[src/rtl/mmio_io_responder_if.sv]
// -----------------------------------------------------------------------------
// mmio_io_responder_if
// CPU data-bus bundle seen by the MMIO I/O responder.
//   addr   bus address, sampled every cycle
//   we     write strobe, qualified by addr
//   din    write data
//   rdata  registered read data returned by the responder
//   hit    registered; 1 when the previous-cycle addr fell in the I/O window
// Modports: master (CPU side) drives addr/we/din; slave (responder) drives
// rdata/hit.
// -----------------------------------------------------------------------------
interface mmio_io_responder_if #(
   parameter int ADDR_W = 16
);
   logic [ADDR_W-1:0] addr;
   logic              we;
   logic [7:0]        din;
   logic [7:0]        rdata;
   logic              hit;

   modport master (output addr, we, din, input rdata, hit);
   modport slave  (input addr, we, din, output rdata, hit);
endinterface

[src/rtl/mmio_io_responder.sv]
// -----------------------------------------------------------------------------
// mmio_io_responder
// Memory-mapped I/O responder on the CPU data bus. Decodes a 4-byte window at
// BASE_ADDR holding MASK (+0, RW), PEND (+1, R / write-1-to-clear), debounced
// switches (+2, R) and the LED register (+3, W). The 8 switches are
// synchronised, debounced as a whole vector, and every accepted change sets
// the matching PEND bits; irq = |(PEND & MASK).
//
// Ports:
//   clk    system clock
//   rst_n  synchronous reset, active-low
//   bus    slave side of mmio_io_responder_if (addr/we/din in, rdata/hit out)
//   SW     raw asynchronous switches
//   LEDR   LED register
//   irq    level interrupt request, active-high
//
// Build option: define MMIO_LED_READBACK_EN to make a read at +3 return the
// current LEDR; otherwise that read returns 0x00 (hit still asserted).
// -----------------------------------------------------------------------------
module mmio_io_responder #(
   parameter int ADDR_W          = 16,
   parameter int BASE_ADDR       = 996,
   parameter int DEBOUNCE_CYCLES = 50000
) (
   input  logic                   clk,
   input  logic                   rst_n,
   mmio_io_responder_if.slave     bus,
   input  logic [7:0]             SW,
   output logic [7:0]             LEDR,
   output logic                   irq
);

   localparam int             CW       = $clog2(DEBOUNCE_CYCLES + 1);
   localparam logic [CW-1:0]  CNT_LAST = CW'(DEBOUNCE_CYCLES - 1);

   // ---------------- address decode ----------------
   // Unsigned subtraction: addresses below the base wrap to large values,
   // so a single compare covers both window edges.
   logic [ADDR_W-1:0] offset;
   logic              in_window;
   logic [1:0]        reg_sel;
   logic              wr_mask, wr_pend, wr_led;

   assign offset    = bus.addr - ADDR_W'(BASE_ADDR);
   assign in_window = (offset < ADDR_W'(4));
   assign reg_sel   = offset[1:0];
   assign wr_mask   = bus.we && in_window && (reg_sel == 2'd0);
   assign wr_pend   = bus.we && in_window && (reg_sel == 2'd1);
   assign wr_led    = bus.we && in_window && (reg_sel == 2'd3);

   // ---------------- state ----------------
   logic [1:0][7:0]  sync_reg;
   logic [7:0]       cand_reg, cand_next;
   logic [7:0]       deb_reg,  deb_next;
   logic [CW-1:0]    cnt_reg,  cnt_next;
   logic [7:0]       pend_reg, pend_next;
   logic [7:0]       mask_reg;
   logic [7:0]       led_reg;
   logic [7:0]       rdata_reg, rdata_next;
   logic             hit_reg;
   logic             accept;
   logic [7:0]       event_bits;
   logic [7:0]       w1c_bits;
   logic [7:0]       sw_sync;

   assign sw_sync = sync_reg[1];

   // ---------------- debounce ----------------
   always_comb begin
      cand_next = cand_reg;
      deb_next  = deb_reg;
      cnt_next  = cnt_reg;
      accept    = 1'b0;
      if (sw_sync != cand_reg) begin
         // any bounce restarts the stability count
         cand_next = sw_sync;
         cnt_next  = '0;
      end else if (cand_reg != deb_reg) begin
         if (cnt_reg == CNT_LAST) begin
            deb_next = cand_reg;
            cnt_next = '0;
            accept   = 1'b1;
         end else begin
            cnt_next = cnt_reg + 1'b1;
         end
      end else begin
         cnt_next = '0;
      end
   end

   assign event_bits = accept  ? (cand_reg ^ deb_reg) : 8'h00;
   assign w1c_bits   = wr_pend ? bus.din              : 8'h00;

   // A debounce event setting a bit beats a same-cycle W1C of that bit.
   generate
      for (genvar gi = 0; gi < 8; gi++) begin : g_pend
         assign pend_next[gi] = event_bits[gi] | (pend_reg[gi] & ~w1c_bits[gi]);
      end
   endgenerate

   // ---------------- read mux (pre-write values) ----------------
   always_comb begin
      rdata_next = 8'h00;
      if (in_window) begin
         case (reg_sel)
            2'd0:    rdata_next = mask_reg;
            2'd1:    rdata_next = pend_reg;
            2'd2:    rdata_next = deb_reg;
`ifdef MMIO_LED_READBACK_EN
            default: rdata_next = led_reg;
`else
            default: rdata_next = 8'h00;
`endif
         endcase
      end
   end

   // ---------------- registers ----------------
   always_ff @(posedge clk) begin
      if (!rst_n) begin
         sync_reg  <= '0;
         cand_reg  <= 8'h00;
         deb_reg   <= 8'h00;
         cnt_reg   <= '0;
         pend_reg  <= 8'h00;
         mask_reg  <= 8'h00;
         led_reg   <= 8'h00;
         rdata_reg <= 8'h00;
         hit_reg   <= 1'b0;
      end else begin
         sync_reg  <= {sync_reg[0], SW};
         cand_reg  <= cand_next;
         deb_reg   <= deb_next;
         cnt_reg   <= cnt_next;
         pend_reg  <= pend_next;
         if (wr_mask) mask_reg <= bus.din;
         if (wr_led)  led_reg  <= bus.din;
         rdata_reg <= rdata_next;
         hit_reg   <= in_window;
      end
   end

   assign bus.rdata = rdata_reg;
   assign bus.hit   = hit_reg;
   assign LEDR      = led_reg;
   assign irq       = |(pend_reg & mask_reg);

endmodule

[src/flat_wrapper.sv]
// flat-port wrapper written by rule: the top's interface ports become plain ports
module mmio_io_responder_flat 
#(
   parameter int ADDR_W          = 16,
   parameter int BASE_ADDR       = 996,
   parameter int DEBOUNCE_CYCLES = 50000
)
  (clk, rst_n, SW, LEDR, irq, bus_addr, bus_we, bus_din, bus_rdata, bus_hit);
  mmio_io_responder_if #(.ADDR_W(ADDR_W)) bus_i ();
  input  logic clk;
  input  logic rst_n;
  input  logic [7:0] SW;
  output logic [7:0] LEDR;
  output logic irq;
  input wire logic [$bits(bus_i.addr)-1:0] bus_addr;
  input wire logic [$bits(bus_i.we)-1:0] bus_we;
  input wire logic [$bits(bus_i.din)-1:0] bus_din;
  output wire logic [$bits(bus_i.rdata)-1:0] bus_rdata;
  output wire logic [$bits(bus_i.hit)-1:0] bus_hit;
  assign bus_i.addr = bus_addr;
  assign bus_i.we = bus_we;
  assign bus_i.din = bus_din;
  assign bus_rdata = bus_i.rdata;
  assign bus_hit = bus_i.hit;
  mmio_io_responder #(.ADDR_W(ADDR_W), .BASE_ADDR(BASE_ADDR), .DEBOUNCE_CYCLES(DEBOUNCE_CYCLES)) u_core (.clk(clk), .rst_n(rst_n), .bus(bus_i), .SW(SW), .LEDR(LEDR), .irq(irq));
endmodule
[config.mk]
export PLATFORM = sky130hd
export DESIGN_NAME = mmio_io_responder_flat
export DESIGN_NICKNAME = d
export VERILOG_FILES = /design/src/rtl/mmio_io_responder_if.sv /design/src/rtl/mmio_io_responder.sv /design/src/flat_wrapper.sv
export SDC_FILE = /design/constraint.sdc
export NUM_CORES = 1
export LEC_CHECK = 0
export CORE_UTILIZATION = 53
export DETAILED_ROUTE_END_ITERATION = 8
export PLACE_DENSITY = 0.79
export SETUP_SLACK_MARGIN = 0.02
export SKIP_CTS_REPAIR_TIMING = 1
export SYNTH_ARGS = -nofsm -noshare
export SYNTH_HDL_FRONTEND = slang
export SYNTH_SLANG_ARGS = --single-unit
[constraint.sdc]
create_clock -name clk -period 2 [get_ports clk]
set_input_delay 0.4 -clock clk [delete_from_list [all_inputs] [get_ports clk]]
set_output_delay 0.4 -clock clk [all_outputs]
set_load 0.01 [all_outputs]
==> key figures, run 1 <==
Placement
  – Port Buffers: 52
  – Global placer's final weighted congestion: approximately 0.86
  – Placed Cells: between 400 and 500
  – Placed Area: 4020 um2
  – Hpwl dp: 5.17 mm

Timing
  – Tcrit/Tclk final: 96.8%
  – Pins Over Slew Limit: 0
  – Setup violation total in the final timing report: 0
  – Unrepaired setup endpoints after global routing: no
  – Actual slew at the worst max-slew pin: 481 ps
  – Clock skew: between 10 and 15 ps
  – Slew headroom: 67.7%
  – F_max: 516 MHz
  – Final Hold Vio Count: 0
  – Final min period: 1940 ps

Power
  – Clock Power Share: 37.8%
  – Pint: approximately 2.2 mW
  – Sw Share: 25.8%
  – P_leak: around 1.5 nW
  – Combinational share of power: 7.0%
  – PwrDens: 708 nW/um2
  – Sw power: 0.768 mW
  – Seq pwr share: 55.2%
  – Worst IR drop on VDD: 0.487 mV

Floorplanning
  – Die Span X: around 82 um
  – Core area: 6030 um2
  – Die area: between 6000 and 7000 um2
  – Row cnt: 28
  – Die Ht: 81.6 um
  – Initial Utilization: 55.8%
  – IO Pins: 53

Clock tree
  – Clk sinks: 81
  – H-tree depth: 3
  – Maximum root-to-sink buffer count: 2
  – CTS clk-pin slew, worst paths: 90 ps
  – Later-pin clock latency in the skew report: 360 ps
  – TritonCTS clock tree: done
  – Root Driver: clkbuf_8
  – Number of CTS-inserted buffers: 9

Synth
  – Cell Area, Synth: 3360 um2
  – Syn_nets: ~400
  – Post-synth ARST share: 0%
  – Seq/Total Area, Yosys: 48.2%
  – Synth Register Bits: 81
  – Leading register cell type out of synthesis: dfxtp_1
  – Cell count after synthesis: 367
  – EDFF count, synth: 0
  – YS warnings: 0
  – Cell variety after synth: 34
  – Syn avg cell area: 9.16 um2

Layout
  – Finished layout cell area: 4200 um2
  – Ratio of cells with drive above 1 in the final layout: 9.05%
  – Post-layout util: 69.7%
  – Antenna Cells: 0
  – Non-Filler Instances: 506
  – Area grow syn2layout: 25.0%
  – Number of flip-flops in the largest register: 16
  – Post-layout net count: around 460

Detailed routing
  – Final wirelength: between 7 and 8 mm
  – Avg WL per Cell: 14.5 um
  – Vias per cell: 5.60
  – Remaining DRCs: 0
  – Antenna viol nets, final: 0
  – Drt pass-1 iters: 4
  – Routed vias: 2,834
  – Initial DRC count: 219

Worst setup path
  – Critical R2R Launch: u_core.cand_reg[4]
  – Worst setup startpoint: u_core.pend_reg[4]
  – Crit path launch type: flop
  – Slowest stage cell, crit path: clkdlybuf4s50_1
  – Crit path required time: 1600 ps
  – Worst path max stage delay: between 400 and 500 ps
  – CP Capture Type: output pin
  – WS Path Type: reg -> out
  – Critical path data arrival time: 1540 ps
  – Reg2Reg Depth: 4
  – Critical path fanouts, max: 3
  – Crit path cell chain: a22oi_1 -> nand4_1 -> clkdlybuf4s50_1

GRT
  – Overall routing resource usage: 24.1%
  – Initial antenna violation count: 0
  – Vias in the first global route: 2,700
  – First-pass GRT wire length: 12.1 mm
  – Largest net degree at the start of global routing: between 50 and 60
  – Total gr overflow: 0

Run
  – Max-Cap Viols: 0

Min path
  – Hold Crit Start: u_core.sync_reg[5]
  – Hold Crit Depth: 1
  – Min-Delay Path Class: reg -> reg

Outcome
  – Status: completed
==> kinds of logic after synthesis <==
kind of cell               count (synthesis)  synth area share [%]
AOI/OAI and AO/OA                         66                  12.5
xor gates and xnor gates                  29                  7.55
adders and majority gates                  1                 0.372
buffers and inverters                     27                  3.57
DFF                                       81                  48.2
muxes                                     16                  4.76
and+or+nand+nor                          147                  23.0
==> stage by stage <==
stage / total power, mW / hold WS [ps] / setup slack, ps / TNS (ps)
floorplan: 1.78 / 412 / 313 / 0
global placement: 1.88 / 415 / -75.1 / -1100
detailed placement: 1.89 / 418 / -159 / -1750
CTS: 2.98 / 440 / 61.0 / 0
global route: 3.07 / 457 / 20.2 / 0
finish: 2.97 / 438 / 63.7 / 0
==> cells in the final DEF (no fill, tap or decap), types with 15 or more instances in the layout <==
master	count
dfxtp_1	81
clkdlybuf4s50_1	52
nand2_1	38
nor2_1	36
a21oi_1	25
and2_1	25
nand4_1	20
xor2_1	18
o21ai_0	17
mux2i_1	16
buf_4	15
==> cell type report <==
type	instances	area (um2)
inverters	7	26.3
repair buffers	68	653
multi-input cells	259	1630
clock buffers	9	124
clock inverters	7	57.6
flip-flops and latches	81	1620
well taps	75	93.8
fillers	494	1820
==> worst max-delay path: cells and delay by family (launching register included) <==
kind                   cells  cell delay [ps]
AOI/OAI and AO/OA          1              230
buffers and inverters      1              490
DFF                        1              340
and+or+nand+nor            1              120
==> cell usage after synthesis, drive strengths merged (3+ instances only) <==
library cell	count	area share (%)
a21oi	25	3.7
inv	5	0.56
xnor2	11	2.9
nor2	36	4.0
o31ai	8	1.8
dfxtp	81	48
mux2i	16	4.8
and4	3	0.78
clkbuf	15	1.7
a22oi	4	0.89
o311ai	8	2.1
nand4	20	3.7
nor4	7	1.7
nand2	38	4.2
buf	5	1.1
nand3	5	0.74
o21ai	17	2.5
and2	25	4.7
xor2	18	4.7
==> power by group through the flow <==
stage               Clock, mW  Combinational [mW]  Sequential [mW]
floorplan                   0               0.102             1.68
global placement            0               0.199             1.68
detailed placement          0               0.205             1.68
CTS                      1.13               0.206             1.64
global route             1.20               0.226             1.65
finish                   1.12               0.208             1.64
==> metal layers <==
metal  track usage [%]  up-vias  routed length, um
li1                  -     1416                  -
met1              29.1     1294               3250
met2              41.0      106               3500
met3              4.00       18                441
met4              12.8        0                150
met5                 0        -                  0
==> path summary, 6_finish.rpt <==
check / end / slack [ps]
min reg2reg: u_core.sw_sync[5] / 440
min: u_core.sw_sync[5] / 440
max: irq / 60
max reg2reg: u_core.pend_reg[7] / 200
Power figures use the tool's default switching activity.
==> run 2, diff against run 1 <==
--- a/config.mk
+++ b/config.mk
@@ -7,6 +7,8 @@
 export LEC_CHECK = 0
 export CORE_UTILIZATION = 53
 export DETAILED_ROUTE_END_ITERATION = 8
+export GPL_ROUTABILITY_DRIVEN = 1
+export GPL_TIMING_DRIVEN = 1
 export PLACE_DENSITY = 0.79
 export SETUP_SLACK_MARGIN = 0.02
 export SKIP_CTS_REPAIR_TIMING = 1
==> results of run 2 <==
Same layout as run 1: the final DEF is identical, and so are final timing and power.
